<file path="src/rtl/reg_writeback_queue.sv">
// reg_writeback_queue
//   Collects ALU and LSU results and feeds them, one per cycle and in
//   acceptance order, to the single write port of the register file. A small
//   circular FIFO absorbs cycles where both units complete together. Decode
//   can look up entries that are queued but not yet written.
//
// Handshake: a source transfers on a rising edge when its valid and ready are
//   both high. ready depends only on the registered fill level (and, for the
//   ALU, on lsu_valid). It never depends on the same cycle's dequeue. A
//   transfer with rd == 0 completes the handshake but is dropped.
//
// Ports:
//   clk, rst_n               clock, asynchronous active-low reset
//   lsu_valid/rd/data/ready  LSU result handshake (priority for the last slot)
//   alu_valid/rd/data/ready  ALU result handshake
//   q_rs1, q_rs2             decode lookup addresses
//   rs1_hit/fwd, rs2_hit/fwd pending-write hit and youngest queued data
//   addr_rd, data_rd         register-file write address/data (head entry)
//   write_enable             register-file write strobe (queue non-empty)
module reg_writeback_queue #(
    parameter int DATA_W = 32,
    parameter int DEPTH  = 4
) (
    input  logic              clk,
    input  logic              rst_n,
    input  logic              lsu_valid,
    input  logic [4:0]        lsu_rd,
    input  logic [DATA_W-1:0] lsu_data,
    output logic              lsu_ready,
    input  logic              alu_valid,
    input  logic [4:0]        alu_rd,
    input  logic [DATA_W-1:0] alu_data,
    output logic              alu_ready,
    input  logic [4:0]        q_rs1,
    input  logic [4:0]        q_rs2,
    output logic              rs1_hit,
    output logic              rs2_hit,
    output logic [DATA_W-1:0] rs1_fwd,
    output logic [DATA_W-1:0] rs2_fwd,
    output logic [4:0]        addr_rd,
    output logic [DATA_W-1:0] data_rd,
    output logic              write_enable
);

    localparam int PW = $clog2(DEPTH);
    localparam int CW = $clog2(DEPTH + 1);
    localparam logic [CW-1:0] DEPTH_C = CW'(DEPTH);

    logic [4:0]        rd_q   [DEPTH];
    logic [4:0]        rd_d   [DEPTH];
    logic [DATA_W-1:0] data_q [DEPTH];
    logic [DATA_W-1:0] data_d [DEPTH];
    logic [PW-1:0]     head_q, head_d;
    logic [PW-1:0]     tail_q, tail_d;
    logic [CW-1:0]     count_q, count_d;

    logic [CW-1:0]     free;
    logic              lsu_enq;
    logic              alu_enq;
    logic [PW-1:0]     alu_slot;

    // Space is judged on the registered count only; the entry leaving this
    // cycle does not make room for an arrival in the same cycle.
    assign free      = DEPTH_C - count_q;
    assign lsu_ready = (free != '0);
    assign alu_ready = (free >= CW'(2)) || ((free == CW'(1)) && !lsu_valid);

    assign lsu_enq = lsu_valid && lsu_ready && (lsu_rd != 5'd0);
    assign alu_enq = alu_valid && alu_ready && (alu_rd != 5'd0);

    assign write_enable = (count_q != '0);
    assign addr_rd      = write_enable ? rd_q[head_q]   : 5'd0;
    assign data_rd      = write_enable ? data_q[head_q] : '0;

    always_comb begin
        rd_d     = rd_q;
        data_d   = data_q;
        alu_slot = tail_q;
        // LSU takes the older slot when both arrive together.
        if (lsu_enq) begin
            rd_d[tail_q]   = lsu_rd;
            data_d[tail_q] = lsu_data;
            alu_slot       = tail_q + PW'(1);
        end
        if (alu_enq) begin
            rd_d[alu_slot]   = alu_rd;
            data_d[alu_slot] = alu_data;
        end
        tail_d  = tail_q + PW'(lsu_enq) + PW'(alu_enq);
        head_d  = head_q + PW'(write_enable);
        count_d = count_q + CW'(lsu_enq) + CW'(alu_enq) - CW'(write_enable);
    end

    // Walk from head (oldest) toward tail so the last match is the youngest.
    // The head entry being written this cycle still counts as pending.
    always_comb begin
        rs1_hit = 1'b0;
        rs2_hit = 1'b0;
        rs1_fwd = '0;
        rs2_fwd = '0;
        for (int i = 0; i < DEPTH; i++) begin
            if (CW'(i) < count_q) begin
                if ((q_rs1 != 5'd0) && (rd_q[head_q + PW'(i)] == q_rs1)) begin
                    rs1_hit = 1'b1;
                    rs1_fwd = data_q[head_q + PW'(i)];
                end
                if ((q_rs2 != 5'd0) && (rd_q[head_q + PW'(i)] == q_rs2)) begin
                    rs2_hit = 1'b1;
                    rs2_fwd = data_q[head_q + PW'(i)];
                end
            end
        end
    end

    always_ff @(posedge clk or negedge rst_n) begin
        if (!rst_n) begin
            for (int i = 0; i < DEPTH; i++) begin
                rd_q[i]   <= 5'd0;
                data_q[i] <= '0;
            end
            head_q  <= '0;
            tail_q  <= '0;
            count_q <= '0;
        end else begin
            rd_q    <= rd_d;
            data_q  <= data_d;
            head_q  <= head_d;
            tail_q  <= tail_d;
            count_q <= count_d;
        end
    end

endmodule

</file>
<file path="config.mk">
export PLATFORM = sky130hd
export DESIGN_NAME = reg_writeback_queue
export DESIGN_NICKNAME = d
export VERILOG_FILES = /design/src/rtl/reg_writeback_queue.sv
export SDC_FILE = /design/constraint.sdc
export NUM_CORES = 1
export LEC_CHECK = 0
export BUFFER_PORTS_ARGS = -buffer_cell sky130_fd_sc_hd__buf_2
export CAP_MARGIN = 20
export CORE_MARGIN = 1.5
export CORE_UTILIZATION = 40
export DETAILED_ROUTE_END_ITERATION = 16
export GPL_ROUTABILITY_DRIVEN = 0
export PLACE_DENSITY_LB_ADDON = 0.15
export RECOVER_POWER = 25
export REMOVE_ABC_BUFFERS = 1
export SLEW_MARGIN = 20
export SYNTH_ARGS = -nofsm -noshare
export SYNTH_HDL_FRONTEND = slang
export SYNTH_SLANG_ARGS = --single-unit
</file>
<file path="constraint.sdc">
create_clock -name clk -period 5.74 [get_ports clk]
set_clock_uncertainty 0.2 [all_clocks]
set_input_delay 0.574 -clock clk [delete_from_list [all_inputs] [get_ports clk]]
set_output_delay 0.574 -clock clk [all_outputs]
set_load 0.02 [all_outputs]
</file>
==> metrics.yaml <==
grt:
  grt_start_max_net_pins: 86
  grt_first_pass_wirelength_um: 74000
  grt_pass1_vias: 12400
  grt_remaining_overflow: 0
  antenna_found_initial: 6
  grtUsageTotal_pct: 27.2
logic_synthesis:
  ys_seq_area_share_pct: 28.7
  ys_warn_count: 0
  synth-seq-cells: 155
  syn_area_per_cell_um2: 8.54
  synthArstFlopShare_pct: 100
  synth_top_area_share_pct: 28.7
  synth_area_leaders: "dfrtp_1, mux2i_1, o21ai_0"
  postSynthCellCount: 1584
  synthFlopType: "dfrtp_1"
  synth_cell_types: 48
  yosysMostFrequentCell: "mux2i_1"
  synth_edf_count: 0
  synth_commonest_cells: "mux2i_1, dfrtp_1, nand2_1"
  syn_area_um2: 13500
  synth_top_area_cell: "dfrtp_1"
routing:
  vias: 12800
  drc: 0
  wl_per_cell_um: 22.3
  first_pass_iters: 5
  ant_nets: 0
  vias_per_cell: 5.99
  drt_iter0_markers: 1146
  routed_wl_um: 47800
floorplan:
  start_util_pct: 40.5
  chipHeight_um: 187
  core_region_area_um2: 33400
  chipWidth_um: 187
  io_pins: 194
  rows: 67
  dieArea_um2: 34900
sta:
  rsz0062_at_grt: "no"
  worst_slew_pin_slew_ns: 3.78
  min_period_ns: 5.10
  hold_ws_ns: 0.179
  slew-limit-headroom_pct: -152
  fmax_mhz: 196
  hold_violations: 0
  fin_crit_sh_pct: 88.9
  setup_viol: 0
  final_max_slew_viol_count: 61
cts:
  cts_tree: "built"
  insertion_delay_ns: 0.44
  post_cts_resized: 0
  hold_buffers: 1
  path_clk_slew_ns: 0.08
  cts_buffers: 17
  cts_root_buffer: "clkbuf_16"
  clockBufferDepth: 2
  cts.sinks: 155
  htree_levels: 4
  post_cts_buffers: 0
finish:
  utilization_pct: 46.0
  finalNonFillerCells: 2142
  final_nets: 1781
  syn_to_final_growth_pct: 13.7
  fin_area_um2: 15400
  drive_above_1_share_pct: 20.8
status:
  status: "finished, violations left"
  violations: "max-capacitance violations, max-slew violations"
power_and_ir_drop:
  swShare_pct: 52.5
  p_leak_nw: 7.53
  p_int_w: 0.00534
  power_frac_seq_pct: 20.5
  clkPwrFrac_pct: 10.5
  p_comb_share_pct: 68.9
  switching_power_w: 0.00591
  total_power_w: 0.0112
  worst_ir_drop_vdd_mv: 0.318
  power.density_nw_per_um2: 730
setup_path:
  cp-start-kind: "flop"
  path_max_fanout: 57
  startpoint: "head_q[0]$_DFF_PN0_"
  r2r-end: "data_q[94]$_DFF_PN0_"
  worstPathRequired_ns: 4.97
  cp-end-kind: "primary output"
  crit_arrival_ns: 4.33
  worstSetupPathType: "flop to primary output"
  r2r_cells: 11
  cp-endpoint: "rs1_fwd[5]"
  timing.rr.start: "count_q[1]$_DFF_PN0_"
  regToRegSetupSlack_ns: 2.15
placement:
  hpwlAfterDp_um: 30500
  dpl_cell_area_um2: 14800
  placed_cells: 2104
  io_buffers: 193
hold_path:
  holdPathStages: 3
  hold_class: "input port to flop"
flow_run:
  cap_violations: 1
[critical path, cell delays in order, from the launching register on]
cell and delay [ns]:
dfrtp_4 0.92, mux4_2 0.64, xnor2_1 0.23, o211ai_1 0.20, nor2_4 0.86, a31oi_1 0.20
a211oi_1 0.53, buf_2 0.26
[through the flow]
stage / setup slack, ns / TNS, ns
floorplan: -4.58 / -294.82
global placement: 1.28 / 0
detailed placement: 1.25 / 0
CTS: 0.768 / 0
global route: 0.346 / 0
finish: 0.637 / 0
[power by group through the flow]
stage | Sequential [W] | Combinational (W) | Clock, W
2_1_floorplan | 0.00228 | 0.00560 | 0
3_3_place_gp | 0.00229 | 0.00757 | 0
3_5_place_dp | 0.00231 | 0.00767 | 0
4_1_cts | 0.00230 | 0.00768 | 0.00121
5_1_grt | 0.00241 | 0.00837 | 0.00125
6_report | 0.00231 | 0.00775 | 0.00119
[logic make-up after synthesis]
| family | share of synthesized area [%] |
|---|---|
| AOI/OAI and AO/OA | 17.4 |
| xor gates and xnor gates | 2.51 |
| adders and majority gates | 1.65 |
| buffers and inverters | 5.32 |
| DFF | 28.7 |
| muxes | 29.0 |
| and+or+nand+nor | 15.5 |
[placed cells by master, fill, tap and decap left out, types with 25 or more instances in the layout]
master    count
a211oi_1     36
a21oi_1     110
buf_4        34
mux2_2       49
nand2_1     140
nor2_1      125
xnor2_1      25
nor4_1       37
a31oi_1      32
mux2i_1     294
buf_2       192
dfrtp_1     153
and2_1       39
o21ai_0     133
and3_1       31
nor3_1       36
[worst min-delay path by stage]
stage / startpoint / to / slack, ns
floorplan: rst_n / count_q[0]$_DFF_PN0_ / 0.08
global placement: data_q[97]$_DFF_PN0_ / data_q[97]$_DFF_PN0_ / 0.37
detailed placement: data_q[118]$_DFF_PN0_ / data_q[118]$_DFF_PN0_ / 0.39
CTS: alu_data[14] / data_q[110]$_DFF_PN0_ / 0.16
global route: alu_data[14] / data_q[110]$_DFF_PN0_ / 0.18
finish: alu_data[14] / data_q[110]$_DFF_PN0_ / 0.18
[per-layer routing]
metal / track usage [%] / up-vias / routed length (um)
li1: - / 5983 / -
met3: 4.67 / 97 / 3230
met4: 10.0 / 4 / 1310
met1: 36.4 / 6211 / 20900
met2: 44.1 / 525 / 22300
met5: 0 / - / 23
[state kept, by name, indices dropped and copies added (netlist names)]
name	cells
data_q	128
tail_q	2
rd_q	20
head_q	2
count_q	3
[layout make-up]
class	instances	area, um^2
fillers	3300	18100
multi-input cells	1257	9020
flip-flops and latches	155	3890
repair buffers	230	1260
well taps	448	561
clock buffers	21	450
clock inverters	11	135
inverters	16	62.6
diodes	4	10.0
Note: power is estimated with default switching activity, not from simulation.
